==> src/rtl/ap1000_bp_dcm_reset_sequencer_if.sv <==
// Signal bundle between the board-level lock/request sources and the DCM reset sequencer.
// The master drives the lock inputs and software reset request; the slave returns the sequenced resets and status.
interface ap1000_bp_dcm_reset_sequencer_if;
  logic       plb_dcm_locked;
  logic       opb_dcm_locked;
  logic       ddr_fb_dcm_locked;
  logic       cpu_sw_rst_req;
  logic       plb_dcm_rst;
  logic       seq_rst_plb;
  logic       seq_rst_opb;
  logic       seq_rst_cpu;
  logic       dcm_fault;
  logic [2:0] seq_state;
  logic [3:0] retry_cnt;
  logic [7:0] lock_lost_cnt;

  modport master (
    output plb_dcm_locked, opb_dcm_locked, ddr_fb_dcm_locked, cpu_sw_rst_req,
    input  plb_dcm_rst, seq_rst_plb, seq_rst_opb, seq_rst_cpu, dcm_fault,
           seq_state, retry_cnt, lock_lost_cnt
  );

  modport slave (
    input  plb_dcm_locked, opb_dcm_locked, ddr_fb_dcm_locked, cpu_sw_rst_req,
    output plb_dcm_rst, seq_rst_plb, seq_rst_opb, seq_rst_cpu, dcm_fault,
           seq_state, retry_cnt, lock_lost_cnt
  );
endinterface

==> src/rtl/ap1000_bp_dcm_reset_sequencer.sv <==
// Brings up the PLB/OPB/DDR-feedback DCMs on the raw board clock.
// It then releases the PLB, OPB and CPU resets in stages and restarts the whole sequence on any loss of lock.
module ap1000_bp_dcm_reset_sequencer #(
  parameter int DCM_RST_CYCLES    = 8,
  parameter int LOCK_TIMEOUT      = 65535,
  parameter int MAX_RETRIES       = 3,
  parameter int SETTLE_CYCLES     = 256,
  parameter int STAGE_GAP         = 16,
  parameter int CPU_SW_RST_CYCLES = 32
) (
  input  logic                                  fpga_plb_clk,
  input  logic                                  fpga_rst,
  ap1000_bp_dcm_reset_sequencer_if.slave        bus
);

  typedef enum logic [2:0] {
    DCM_RST   = 3'd0,
    WAIT_LOCK = 3'd1,
    SETTLE    = 3'd2,
    STAGE     = 3'd3,
    RUN       = 3'd4,
    FAULT     = 3'd5
  } state_e;

  localparam logic [15:0] DCM_RST_LAST = 16'(DCM_RST_CYCLES - 1);
  localparam logic [15:0] TIMEOUT_LAST = 16'(LOCK_TIMEOUT - 1);
  localparam logic [15:0] SETTLE_LAST  = 16'(SETTLE_CYCLES - 1);
  localparam logic [15:0] GAP_LAST     = 16'(STAGE_GAP - 1);
  localparam logic [15:0] SW_LAST      = 16'(CPU_SW_RST_CYCLES - 1);
  localparam logic [3:0]  RETRY_MAX    = 4'(MAX_RETRIES);

  logic [2:0]  sync1_q, sync2_q;
  logic        all_locked;
  state_e      state_q, state_d;
  logic [15:0] cnt_q, cnt_d;
  logic        dcm_rst_q, dcm_rst_d;
  logic        rst_plb_q, rst_plb_d;
  logic        rst_opb_q, rst_opb_d;
  logic        rst_cpu_q, rst_cpu_d;
  logic        fault_q, fault_d;
  logic [3:0]  retry_q, retry_d;
  logic [7:0]  lost_q, lost_d;

  assign all_locked = &sync2_q;

  // One shared counter times the DCM reset pulse, lock timeout, settle window, stage gaps and the sw CPU stretch.
  always_comb begin
    state_d   = state_q;
    cnt_d     = cnt_q;
    dcm_rst_d = dcm_rst_q;
    rst_plb_d = rst_plb_q;
    rst_opb_d = rst_opb_q;
    rst_cpu_d = rst_cpu_q;
    fault_d   = fault_q;
    retry_d   = retry_q;
    lost_d    = lost_q;

    case (state_q)
      DCM_RST: begin
        dcm_rst_d = 1'b1;
        if (cnt_q == DCM_RST_LAST) begin
          state_d   = WAIT_LOCK;
          dcm_rst_d = 1'b0;
          cnt_d     = '0;
        end else begin
          cnt_d = cnt_q + 16'd1;
        end
      end
      WAIT_LOCK: begin
        if (all_locked) begin
          state_d = SETTLE;
          cnt_d   = '0;
        end else if (cnt_q == TIMEOUT_LAST) begin
          retry_d   = retry_q + 4'd1;
          cnt_d     = '0;
          dcm_rst_d = 1'b1;
          if (retry_q + 4'd1 == RETRY_MAX) begin
            state_d = FAULT;
            fault_d = 1'b1;
          end else begin
            state_d = DCM_RST;
          end
        end else begin
          cnt_d = cnt_q + 16'd1;
        end
      end
      SETTLE: begin
        if (!all_locked) begin
          state_d = WAIT_LOCK;
          cnt_d   = '0;
        end else if (cnt_q == SETTLE_LAST) begin
          state_d   = STAGE;
          rst_plb_d = 1'b0;
          cnt_d     = '0;
        end else begin
          cnt_d = cnt_q + 16'd1;
        end
      end
      STAGE: begin
        if (cnt_q == GAP_LAST) begin
          cnt_d = '0;
          if (rst_opb_q) begin
            rst_opb_d = 1'b0;
          end else begin
            rst_cpu_d = 1'b0;
            retry_d   = '0;
            state_d   = RUN;
          end
        end else begin
          cnt_d = cnt_q + 16'd1;
        end
      end
      RUN: begin
        if (rst_cpu_q) begin
          if (cnt_q == SW_LAST) begin
            rst_cpu_d = 1'b0;
            cnt_d     = '0;
          end else begin
            cnt_d = cnt_q + 16'd1;
          end
        end else if (bus.cpu_sw_rst_req) begin
          rst_cpu_d = 1'b1;
          cnt_d     = '0;
        end
      end
      FAULT: begin
        dcm_rst_d = 1'b1;
        rst_plb_d = 1'b1;
        rst_opb_d = 1'b1;
        rst_cpu_d = 1'b1;
        fault_d   = 1'b1;
      end
      default: begin
        state_d   = DCM_RST;
        cnt_d     = '0;
        dcm_rst_d = 1'b1;
        rst_plb_d = 1'b1;
        rst_opb_d = 1'b1;
        rst_cpu_d = 1'b1;
      end
    endcase

    // Lock loss after release outranks stage progress and any sw stretch in flight.
    if ((state_q == STAGE || state_q == RUN) && !all_locked) begin
      state_d   = DCM_RST;
      cnt_d     = '0;
      dcm_rst_d = 1'b1;
      rst_plb_d = 1'b1;
      rst_opb_d = 1'b1;
      rst_cpu_d = 1'b1;
      if (lost_q != 8'hFF) begin
        lost_d = lost_q + 8'd1;
      end
    end
  end

  always_ff @(posedge fpga_plb_clk) begin
    if (fpga_rst) begin
      sync1_q   <= '0;
      sync2_q   <= '0;
      state_q   <= DCM_RST;
      cnt_q     <= '0;
      dcm_rst_q <= 1'b1;
      rst_plb_q <= 1'b1;
      rst_opb_q <= 1'b1;
      rst_cpu_q <= 1'b1;
      fault_q   <= 1'b0;
      retry_q   <= '0;
      lost_q    <= '0;
    end else begin
      sync1_q   <= {bus.ddr_fb_dcm_locked, bus.opb_dcm_locked, bus.plb_dcm_locked};
      sync2_q   <= sync1_q;
      state_q   <= state_d;
      cnt_q     <= cnt_d;
      dcm_rst_q <= dcm_rst_d;
      rst_plb_q <= rst_plb_d;
      rst_opb_q <= rst_opb_d;
      rst_cpu_q <= rst_cpu_d;
      fault_q   <= fault_d;
      retry_q   <= retry_d;
      lost_q    <= lost_d;
    end
  end

  assign bus.plb_dcm_rst   = dcm_rst_q;
  assign bus.seq_rst_plb   = rst_plb_q;
  assign bus.seq_rst_opb   = rst_opb_q;
  assign bus.seq_rst_cpu   = rst_cpu_q;
  assign bus.dcm_fault     = fault_q;
  assign bus.seq_state     = state_q;
  assign bus.retry_cnt     = retry_q;
  assign bus.lock_lost_cnt = lost_q;

endmodule

==> src/flat_wrapper.sv <==
// flat-port wrapper written by rule: the top's interface ports become plain ports
module ap1000_bp_dcm_reset_sequencer_flat 
#(
  parameter int DCM_RST_CYCLES    = 8,
  parameter int LOCK_TIMEOUT      = 65535,
  parameter int MAX_RETRIES       = 3,
  parameter int SETTLE_CYCLES     = 256,
  parameter int STAGE_GAP         = 16,
  parameter int CPU_SW_RST_CYCLES = 32
)
  (fpga_plb_clk, fpga_rst, bus_plb_dcm_locked, bus_opb_dcm_locked, bus_ddr_fb_dcm_locked, bus_cpu_sw_rst_req, bus_plb_dcm_rst, bus_seq_rst_plb, bus_seq_rst_opb, bus_seq_rst_cpu, bus_dcm_fault, bus_seq_state, bus_retry_cnt, bus_lock_lost_cnt);
  ap1000_bp_dcm_reset_sequencer_if bus_i ();
  input  logic fpga_plb_clk;
  input  logic fpga_rst;
  input wire logic [$bits(bus_i.plb_dcm_locked)-1:0] bus_plb_dcm_locked;
  input wire logic [$bits(bus_i.opb_dcm_locked)-1:0] bus_opb_dcm_locked;
  input wire logic [$bits(bus_i.ddr_fb_dcm_locked)-1:0] bus_ddr_fb_dcm_locked;
  input wire logic [$bits(bus_i.cpu_sw_rst_req)-1:0] bus_cpu_sw_rst_req;
  output wire logic [$bits(bus_i.plb_dcm_rst)-1:0] bus_plb_dcm_rst;
  output wire logic [$bits(bus_i.seq_rst_plb)-1:0] bus_seq_rst_plb;
  output wire logic [$bits(bus_i.seq_rst_opb)-1:0] bus_seq_rst_opb;
  output wire logic [$bits(bus_i.seq_rst_cpu)-1:0] bus_seq_rst_cpu;
  output wire logic [$bits(bus_i.dcm_fault)-1:0] bus_dcm_fault;
  output wire logic [$bits(bus_i.seq_state)-1:0] bus_seq_state;
  output wire logic [$bits(bus_i.retry_cnt)-1:0] bus_retry_cnt;
  output wire logic [$bits(bus_i.lock_lost_cnt)-1:0] bus_lock_lost_cnt;
  assign bus_i.plb_dcm_locked = bus_plb_dcm_locked;
  assign bus_i.opb_dcm_locked = bus_opb_dcm_locked;
  assign bus_i.ddr_fb_dcm_locked = bus_ddr_fb_dcm_locked;
  assign bus_i.cpu_sw_rst_req = bus_cpu_sw_rst_req;
  assign bus_plb_dcm_rst = bus_i.plb_dcm_rst;
  assign bus_seq_rst_plb = bus_i.seq_rst_plb;
  assign bus_seq_rst_opb = bus_i.seq_rst_opb;
  assign bus_seq_rst_cpu = bus_i.seq_rst_cpu;
  assign bus_dcm_fault = bus_i.dcm_fault;
  assign bus_seq_state = bus_i.seq_state;
  assign bus_retry_cnt = bus_i.retry_cnt;
  assign bus_lock_lost_cnt = bus_i.lock_lost_cnt;
  ap1000_bp_dcm_reset_sequencer #(.DCM_RST_CYCLES(DCM_RST_CYCLES), .LOCK_TIMEOUT(LOCK_TIMEOUT), .MAX_RETRIES(MAX_RETRIES), .SETTLE_CYCLES(SETTLE_CYCLES), .STAGE_GAP(STAGE_GAP), .CPU_SW_RST_CYCLES(CPU_SW_RST_CYCLES)) u_core (.fpga_plb_clk(fpga_plb_clk), .fpga_rst(fpga_rst), .bus(bus_i));
endmodule
==> config.mk <==
export PLATFORM = sky130hd
export DESIGN_NAME = ap1000_bp_dcm_reset_sequencer_flat
export DESIGN_NICKNAME = d
export VERILOG_FILES = /design/src/rtl/ap1000_bp_dcm_reset_sequencer_if.sv /design/src/rtl/ap1000_bp_dcm_reset_sequencer.sv /design/src/flat_wrapper.sv
export SDC_FILE = /design/constraint.sdc
export NUM_CORES = 1
export LEC_CHECK = 0
export BUFFER_PORTS_ARGS = -buffer_cell sky130_fd_sc_hd__buf_2
export CORE_MARGIN = 3
export CORE_UTILIZATION = 38
export CTS_CLUSTER_DIAMETER = 120
export DETAILED_ROUTE_END_ITERATION = 10
export GPL_TIMING_DRIVEN = 1
export PLACE_DENSITY_LB_ADDON = 0.3
export SLEW_MARGIN = 20
export SYNTH_ARGS = -nofsm -noshare
export SYNTH_HDL_FRONTEND = slang
export SYNTH_SLANG_ARGS = --single-unit
==> constraint.sdc <==
create_clock -name fpga_plb_clk -period 4.54 [get_ports fpga_plb_clk]
set_input_delay 0.227 -clock fpga_plb_clk [delete_from_list [all_inputs] [get_ports fpga_plb_clk]]
set_output_delay 0.227 -clock fpga_plb_clk [all_outputs]
set_load 0.02 [all_outputs]
==> impl_metrics.py, run 1 <==
metrics = {
    "timing": {
        "setup_tns_ps": 0,
        "clock_skew_ps": 8.844,
        "drv_slew": 0,
        "period_needed_ps": 2896,
        "period_share_pct": 63.79,
        "slew_headroom_pct": 47.37,
        "finalSetupViolCount": 0,
        "tightest_slew_ps": 786.8,
        "rsz0062_at_grt": "false",
        "finalHoldViolations": 0,
        "fmax_ghz": 0.3453,
    },
    "clock_tree": {
        "clock_sinks": 42,
        "cts_setup_buffers": 0,
        "numCtsBuffers": 5,
        "max-clock-path-buffers": 2,
        "cts.htree.levels": 2,
        "hold_buffers": 0,
        "clk_pin_slew_ps": 80,
        "clk_latency_ps": 290,
        "cts_root_buf": "clkbuf_8",
        "cts_tree": "done",
        "cts_resized": 0,
    },
    "synthesis": {
        "yosys_register_bits": 42,
        "syn_area_sq_mm": 0.002202,
        "synthTopCellsByCount": "dfxtp_1 (42), nor2_1 (31), nand3_1 (22)",
        "yosysTopAreaCell": "dfxtp_1",
        "syn_area_per_cell_sq_um": 8.437,
        "synth_edf_count": 0,
        "synth.most_common_cell": "dfxtp_1",
        "ys_types": 51,
        "synth_top_area_share_pct": 38.18,
        "yosysSeqAreaShare_pct": 38.18,
        "async_reset_ff_share_pct": 0,
        "syn-num-nets": 272,
        "synthCells": 261,
        "synth_area_leaders": "dfxtp_1 (38%), nor2_1 (5.3%), nand3_1 (5.0%)",
        "ys_warn_count": 0,
        "ys.flop_type": "dfxtp_1",
    },
    "final_layout": {
        "utilization_pct": 45.36,
        "antennaDiodeCount": 0,
        "area_delta_synth_final_pct": 14.83,
        "fillCellCount": 568,
        "fin_nets": 297,
        "drive_gt1_share_pct": 16.03,
    },
    "route": {
        "wirelength_microns": 4927,
        "via_per_inst": 5.510,
        "drc": 0,
        "firstDrtPassIters": 4,
        "vias": 1978,
        "detail_route.wl_per_cell_microns": 13.72,
        "drt_iter0_drc": 179,
        "postRouteAntennaNets": 0,
    },
    "placement": {
        "dpl.hpwl_microns": 3682,
        "port_buffers": 25,
        "gp_congestion": 0.8224,
    },
    "power": {
        "ir_worst_vdd_mv": 0.2052,
        "p_leak_nw": 0.9340,
        "pwr_density_cell_mw_per_mm2": 319.4,
    },
    "worst_setup_path": {
        "ff2ff_path_depth": 5,
        "arrival_ps": 3040,
        "timing.rr.start": "u_core.cnt_q[4]",
        "timing.rr.end": "u_core.cnt_q[5]",
        "cp-end-kind": "register",
        "worstSetupPathType": "register to register",
        "startpoint_type": "register",
        "path_max_fanout": 13,
        "r2r_slack_ps": 1640,
        "worstPathRequired_ps": 4680,
    },
    "grt": {
        "grt_pass1_wl_microns": 8797,
        "antenna_found_initial": 0,
        "grt_util_all_layers_pct": 16.60,
        "overflow": 0,
        "grt_max_degree": 25,
        "grt_pass1_vias": 1873,
    },
    "floorplanning": {
        "die_h_microns": 82.13,
        "rows": 27,
        "die_w_microns": 82.13,
        "ioPinCount": 26,
        "die_area_sq_mm": 0.006745,
        "start_util_pct": 39.51,
        "coreArea_sq_mm": 0.005574,
    },
    "flow_run": {
        "maxCapViolations": 0,
    },
    "min_path": {
        "hp-start": "bus_opb_dcm_locked",
        "min_to": "u_core.sync1_q[1]",
        "min_path_type": "input pin to register",
        "holdPathStages": 2,
    },
    "status": {
        "outcome": "complete, no violations",
    },
}
-- logic make-up after synthesis --
family | after synthesis | share of synthesized area (%)
AO/OA/AOI/OAI | 42 | 13.69
XOR/XNOR | 18 | 7.159
adder cells (fa/ha/maj) | 5 | 2.841
buffers and inverters | 17 | 3.295
flip-flops | 42 | 38.18
multiplexers | 2 | 0.9091
AND/OR/NAND/NOR | 135 | 33.92
-- through the flow --
| stage | worst slack, ps | hold slack (ps) | std cells | power, mW | cell area [sq um] |
|---|---|---|---|---|---|
| final | 1644 | 139.5 | 359 | 0.8076 | 2529 |
| after floorplan | 2274 | 355.2 | 261 | 0.4374 | 2202 |
| after global routing | 1310 | 159.7 | 359 | 0.8423 | 2529 |
| after CTS | 1603 | 130.1 | 359 | 0.8161 | 2529 |
| after global placement | 1668 | 421.9 | 351 | 0.4504 | 2386 |
| after detailed placement | 1612 | 425.6 | 351 | 0.4510 | 2386 |
-- power by group --
part / internal [mW] / total [mW] / switching (mW)
combinational: 0.0231 / 0.0560 / 0.0329
clock: 0.235 / 0.365 / 0.131
sequential: 0.376 / 0.386 / 0.0107
-- sequential cells by signal, summed over array words and instances, names as in the netlist --
signal and cells:
u_core.bus.plb_dcm_rst 1, u_core.bus.seq_rst_cpu 1, u_core.bus.retry_cnt 4, u_core.bus.dcm_fault 1
u_core.bus.seq_rst_plb 1, u_core.bus.lock_lost_cnt 8, u_core.sync2_q 3, u_core.cnt_q 16
u_core.sync1_q 3, u_core.bus.seq_rst_opb 1, u_core.bus.seq_state 3
-- worst max-delay path by stage --
stage	start	end	slack (ps)	depth (start not counted)
final	u_core.cnt_q[4]	u_core.cnt_q[5]	1640	5
after global placement	u_core.cnt_q[4]	u_core.cnt_q[5]	1670	5
after global routing	u_core.cnt_q[4]	u_core.cnt_q[5]	1310	5
after detailed placement	u_core.cnt_q[4]	u_core.cnt_q[5]	1610	5
after floorplan	u_core.cnt_q[1]	u_core.cnt_q[7]	2270	7
after CTS	u_core.cnt_q[4]	u_core.cnt_q[5]	1600	5
-- worst max-delay path, stage by stage, from the launching register on --
cell,delay [ps]
dfxtp_1,480
nand4_1,300
nor4_1,740
o22ai_1,310
o41ai_4,770
nor3_1,140
-- cell type report --
| type | instances | area, sq um | share of cell area, % |
|---|---|---|---|
| Inverter | 9 | 33.78 | 1.336 |
| Timing Repair Buffer | 26 | 132.6 | 5.245 |
| Tap cell | 72 | 90.09 | 3.563 |
| Clock inverter | 2 | 60.06 | 2.375 |
| Sequential cell | 42 | 840.8 | 33.25 |
| Clock buffer | 6 | 82.58 | 3.266 |
| Multi-Input combinational cell | 202 | 1289 | 50.96 |
-- per-layer routing --
layer,global-route usage (%),routed length (microns),up-vias
met5,0,0,-
met4,5.316,45,0
met3,3.579,335,4
met2,25.93,2184,68
met1,22.74,2362,912
li1,-,-,994
-- cells in the final DEF, fill, tap and decap left out, types with 3 or more instances in the layout --
cell type  count
a211oi_1       4
buf_2         25
xor2_1        11
and2_1         3
xnor2_1        7
a31oi_1        5
o21ai_0        5
nor3_1         8
inv_1          9
o22ai_1        3
nand4_1       10
nand2_1       19
dfxtp_1       42
nand3b_1       3
and3_1         3
o31ai_1        3
nor2b_1        8
ha_1           5
or3_1          5
nand3_1       22
a21oi_1       11
nor2_1        31
clkbuf_8       6
(Power assumes the default switching activity.)
==> run 2, diff against run 1 <==
Clock period 4.54 ns to 2.8 ns, I/O delays scaled along.
==> run 2 against run 1 <==
Compared with the run above:
- highest routed layer unchanged
- clock skew grew 2.6 ps
- clock power is 5.8% higher
- non-clock buffer count rose by 5
- worst setup slack got worse by 1300 ps
- critical path type unchanged
- critical endpoint unchanged
- cell area is 0.74% lower
- combinational power increased by 80%
==> impl_metrics.py, run 2 (same netlist as run 1, synthesis figures left out) <==
metrics = {
    "clock_tree": {
        "clock_sinks": 42,
        "cts_tree": "done",
        "cts.htree.levels": 2,
        "numCtsBuffers": 5,
        "cts_root_buf": "clkbuf_8",
        "cts_setup_buffers": 0,
        "max-clock-path-buffers": 2,
        "clk_latency_ps": 300,
        "cts_resized": 0,
        "clk_pin_slew_ps": 80,
        "hold_buffers": 0,
    },
    "grt": {
        "overflow": 0,
        "antenna_found_initial": 0,
        "grt_pass1_vias": 1896,
        "grt_pass1_wl_microns": 8714,
        "grt_util_all_layers_pct": 16.69,
        "grt_max_degree": 25,
    },
    "timing": {
        "rsz0062_at_grt": "false",
        "period_share_pct": 88.40,
        "period_needed_ps": 2475,
        "fmax_ghz": 0.4040,
        "tightest_slew_ps": 769.0,
        "clock_skew_ps": 11.47,
        "finalSetupViolCount": 0,
        "setup_tns_ps": 0,
        "drv_slew": 0,
        "finalHoldViolations": 0,
        "slew_headroom_pct": 48.73,
    },
    "final_layout": {
        "drive_gt1_share_pct": 17.12,
        "fin_nets": 302,
        "fillCellCount": 558,
        "largest_reg_flops": 16,
        "largest_register": "u_core.cnt_q",
        "instances_no_fill": 364,
        "antennaDiodeCount": 0,
        "area_delta_synth_final_pct": 13.98,
        "final_common_cell": "dfxtp_1",
        "layout_common_cells": "dfxtp_1 (42), nor2_1 (31), buf_2 (25)",
    },
    "floorplanning": {
        "die_w_microns": 82.13,
        "die_area_sq_mm": 0.006745,
        "coreArea_sq_mm": 0.005574,
        "ioPinCount": 26,
        "die_h_microns": 82.13,
        "rows": 27,
        "start_util_pct": 39.51,
    },
    "power": {
        "ir_worst_vdd_mv": 0.2747,
        "pwr_density_cell_mw_per_mm2": 442.4,
        "p_leak_nw": 0.9342,
    },
    "worst_setup_path": {
        "arrival_ps": 2660,
        "worstSetupPathType": "register to register",
        "crit_chain": "ha_1 -> or4bb_1 -> nor4_2 -> o22ai_2 -> o41ai_4 -> buf_4 -> nor3_1",
        "slowest_delay_ps": 520,
        "path_max_fanout": 13,
        "cp-end-kind": "register",
        "startpoint_type": "register",
        "cp_slowest_cell": "or4bb_1",
        "crit_buf_inv": 1,
        "crit_family": "simple AND/OR/NAND/NOR gates",
        "worstPathRequired_ps": 2980,
    },
    "route": {
        "postRouteAntennaNets": 0,
        "vias": 2008,
        "drt_iter0_drc": 143,
        "wirelength_microns": 4969,
        "via_per_inst": 5.516,
        "firstDrtPassIters": 4,
        "detail_route.wl_per_cell_microns": 13.65,
        "drc": 0,
    },
    "placement": {
        "dpl.hpwl_microns": 3666,
        "gp_congestion": 0.8165,
        "dp_cells": 356,
        "port_buffers": 25,
    },
    "status": {
        "outcome": "complete, no violations",
    },
    "flow_run": {
        "maxCapViolations": 0,
    },
    "min_path": {
        "min_path_type": "input pin to register",
    },
}
## run 2: changes by cell type in the layout (fill, tap and decap cells not counted)
| cell | delta |
|---|---|
| buf_4 | +5 |
| bufinv_16 | -2 |
| clkbuf_1 | +1 |
| clkbuf_8 | -1 |
| clkinv_2 | +1 |
| clkinv_4 | +1 |
## run 2: layer usage
layer	GRT usage [%]	vias up	share of wire, %
li1	-	1008	-
met1	23.01	938	50
met2	24.80	53	43
met3	3.254	9	5.0
met4	8.140	0	1.9
met5	0	-	0
## run 2: final cells by class
type / count / area (sq um) / area share (%)
tap: 72 / 90.09 / 3.589
clock inverter: 2 / 13.76 / 0.5484
multi-input combinational: 202 / 1289 / 51.35
inverter: 9 / 33.78 / 1.346
sequential: 42 / 840.8 / 33.50
timing repair buffer: 31 / 170.2 / 6.780
clock buffer: 6 / 72.57 / 2.891
## run 2: where the power goes
part           leakage, nW  internal (mW)  switching, mW
clock               0.0452          0.176          0.210
sequential           0.340          0.609         0.0140
combinational        0.549         0.0422         0.0588
## run 2: worst register-to-register path: stages (launching register included)
cell	delay, ps
dfxtp_1	400
ha_1	300
or4bb_1	520
nor4_2	270
o22ai_2	200
o41ai_4	360
buf_4	240
nor3_1	70
## run 2: worst paths after layout
kind                                         start  slack, ps  cells after the start                end
worst max-delay path               u_core.cnt_q[0]        320                      7    u_core.cnt_q[5]
worst min-delay path            bus_opb_dcm_locked         50                      2  u_core.sync1_q[1]
worst max register to register     u_core.cnt_q[0]        320                      7    u_core.cnt_q[5]
worst min register to register   u_core.sync1_q[0]        440                      1  u_core.sync2_q[0]
## run 2: through the flow
step	power [mW]	utilization (%)	worst slack (ps)	hold slack, ps	instance area (sq um)
after global routing	1.167	45.03	155.5	48.23	2510
after detailed placement	0.7364	43.48	349.9	356.1	2424
after global placement	0.7343	43.48	388.6	347.5	2424
after CTS	1.124	45.03	329.2	44.60	2510
final	1.110	45.03	324.7	46.60	2510
after floorplan	0.7092	-	534.0	268.2	2202
==> run 3, diff against run 2 <==
Settings changed: PLACE_DENSITY_LB_ADDON 0.3 to 0.15.
==> run 3 against run 2 <==
Compared with the run above:
- final cell count did not move
- first-iteration DRC count down 17%
- clock power rose by 22%
- via count decreased by 1.7%
- utilization increased by 0.40 points
- critical path depth unchanged
==> impl_metrics.py, run 3 (same netlist as run 1, synthesis figures left out) <==
metrics = {
    "floorplanning": {
        "die_area_sq_mm": 0.006745,
        "die_h_microns": 82.13,
        "ioPinCount": 26,
        "rows": 27,
        "start_util_pct": 39.51,
        "die_w_microns": 82.13,
        "coreArea_sq_mm": 0.005574,
    },
    "final_layout": {
        "layout_common_cells": "dfxtp_1 (42), nor2_1 (31), buf_2 (25)",
        "largest_reg_flops": 16,
        "largest_register": "u_core.cnt_q",
        "fin_area_sq_mm": 0.002532,
        "final_common_cell": "dfxtp_1",
        "fin_nets": 302,
        "antennaDiodeCount": 0,
        "area_delta_synth_final_pct": 15.00,
        "drive_gt1_share_pct": 17.47,
    },
    "grt": {
        "grt_pass1_wl_microns": 8652,
        "antenna_found_initial": 0,
        "overflow": 0,
        "grt_pass1_vias": 1832,
        "grt_util_all_layers_pct": 16.40,
        "grt_max_degree": 25,
    },
    "timing": {
        "fmax_ghz": 0.3963,
        "clock_skew_ps": 8.907,
        "rsz0062_at_grt": "false",
        "period_share_pct": 90.12,
        "finalSetupViolCount": 0,
        "period_needed_ps": 2523,
        "tightest_slew_ps": 755.7,
        "finalHoldViolations": 0,
        "setup_tns_ps": 0,
        "slew_headroom_pct": 49.62,
        "drv_slew": 0,
    },
    "placement": {
        "port_buffers": 25,
        "gp_congestion": 0.8564,
        "place_area_sq_mm": 0.002424,
        "dpl.hpwl_microns": 3680,
    },
    "worst_setup_path": {
        "worstPathRequired_ps": 2970,
        "cp-end-kind": "register",
        "startpoint_type": "register",
        "worstSetupPathType": "register to register",
        "slowest_delay_ps": 530,
        "arrival_ps": 2690,
        "path_max_fanout": 13,
        "cp_slowest_cell": "or4bb_1",
        "crit_chain": "ha_1 -> or4bb_1 -> nor4_2 -> o22ai_2 -> o41ai_4 -> buf_4 -> nor3_1",
    },
    "min_path": {
        "min_path_type": "input pin to register",
    },
    "clock_tree": {
        "cts.htree.levels": 2,
        "max-clock-path-buffers": 2,
        "cts_resized": 0,
        "numCtsBuffers": 5,
        "clock_sinks": 42,
        "cts_root_buf": "clkbuf_8",
        "cts_tree": "done",
        "cts_setup_buffers": 0,
        "hold_buffers": 0,
        "clk_pin_slew_ps": 80,
        "clk_latency_ps": 290,
    },
    "route": {
        "wirelength_microns": 5060,
        "detail_route.wl_per_cell_microns": 13.90,
        "drc": 0,
        "vias": 1973,
        "firstDrtPassIters": 4,
        "via_per_inst": 5.420,
        "postRouteAntennaNets": 0,
        "drt_iter0_drc": 118,
    },
    "status": {
        "outcome": "complete, no violations",
    },
    "flow_run": {
        "maxCapViolations": 0,
    },
    "power": {
        "ir_worst_vdd_mv": 0.2438,
        "pwr_density_cell_mw_per_mm2": 471.4,
        "p_leak_nw": 0.9457,
    },
}
==> run 3: cell count changes in the layout (fill, tap and decap cells not counted), sizes merged <==
cell	previous run	this run
clkbuf	6	5
bufinv	0	1
==> run 3: layer usage <==
layer | track usage (%) | wire, microns | vias to the layer above
met5 | 0 | 0 | -
met4 | 4.817 | 53 | 0
met3 | 3.254 | 186 | 5
met2 | 24.47 | 2190 | 32
met1 | 23.77 | 2628 | 937
li1 | - | - | 999
==> run 3: power breakdown <==
group / internal (mW) / switching (mW) / total (mW)
clock: 0.263 / 0.209 / 0.472
sequential: 0.609 / 0.0127 / 0.622
combinational: 0.0419 / 0.0586 / 0.100
==> run 3: final timing paths <==
| check | start | to | slack, ps | depth (start not counted) |
|---|---|---|---|---|
| setup / recovery | u_core.cnt_q[0] | u_core.cnt_q[5] | 280 | 7 |
| hold / removal | bus_plb_dcm_locked | u_core.sync1_q[0] | 50 | 2 |
| setup reg to reg | u_core.cnt_q[0] | u_core.cnt_q[5] | 280 | 7 |
| hold reg to reg | u_core.sync1_q[0] | u_core.sync2_q[0] | 440 | 1 |
==> run 3: stage by stage <==
stage | cells | worst slack, ps | util, % | hold slack (ps) | total power [mW]
after floorplan | 261 | 534.0 | - | 268.2 | 0.7092
after global placement | 356 | 366.3 | 43.48 | 347.9 | 0.7351
after detailed placement | 356 | 309.6 | 43.48 | 353.0 | 0.7364
after CTS | 364 | 267.4 | 45.43 | 43.42 | 1.211
after global routing | 364 | 100.7 | 45.43 | 43.20 | 1.250
final | 364 | 276.7 | 45.43 | 54.72 | 1.194
==> run 3: critical path, delay by kind of cell (launching register included) <==
kind,cells,cell delay [ps]
flip-flops,1,400
AND/OR/NAND/NOR,3,890
AO/OA/AOI/OAI,2,580
adder cells (fa/ha/maj),1,280
buffers and inverters,1,240
==> run 3: layout make-up <==
cell class	instances	area [sq um]
tap	72	90.09
clock inverter	3	40.04
fill	581	3042
inverter	9	33.78
clock buffer	5	68.82
multi-input combinational	202	1289
timing repair buffer	31	170.2
sequential	42	840.8
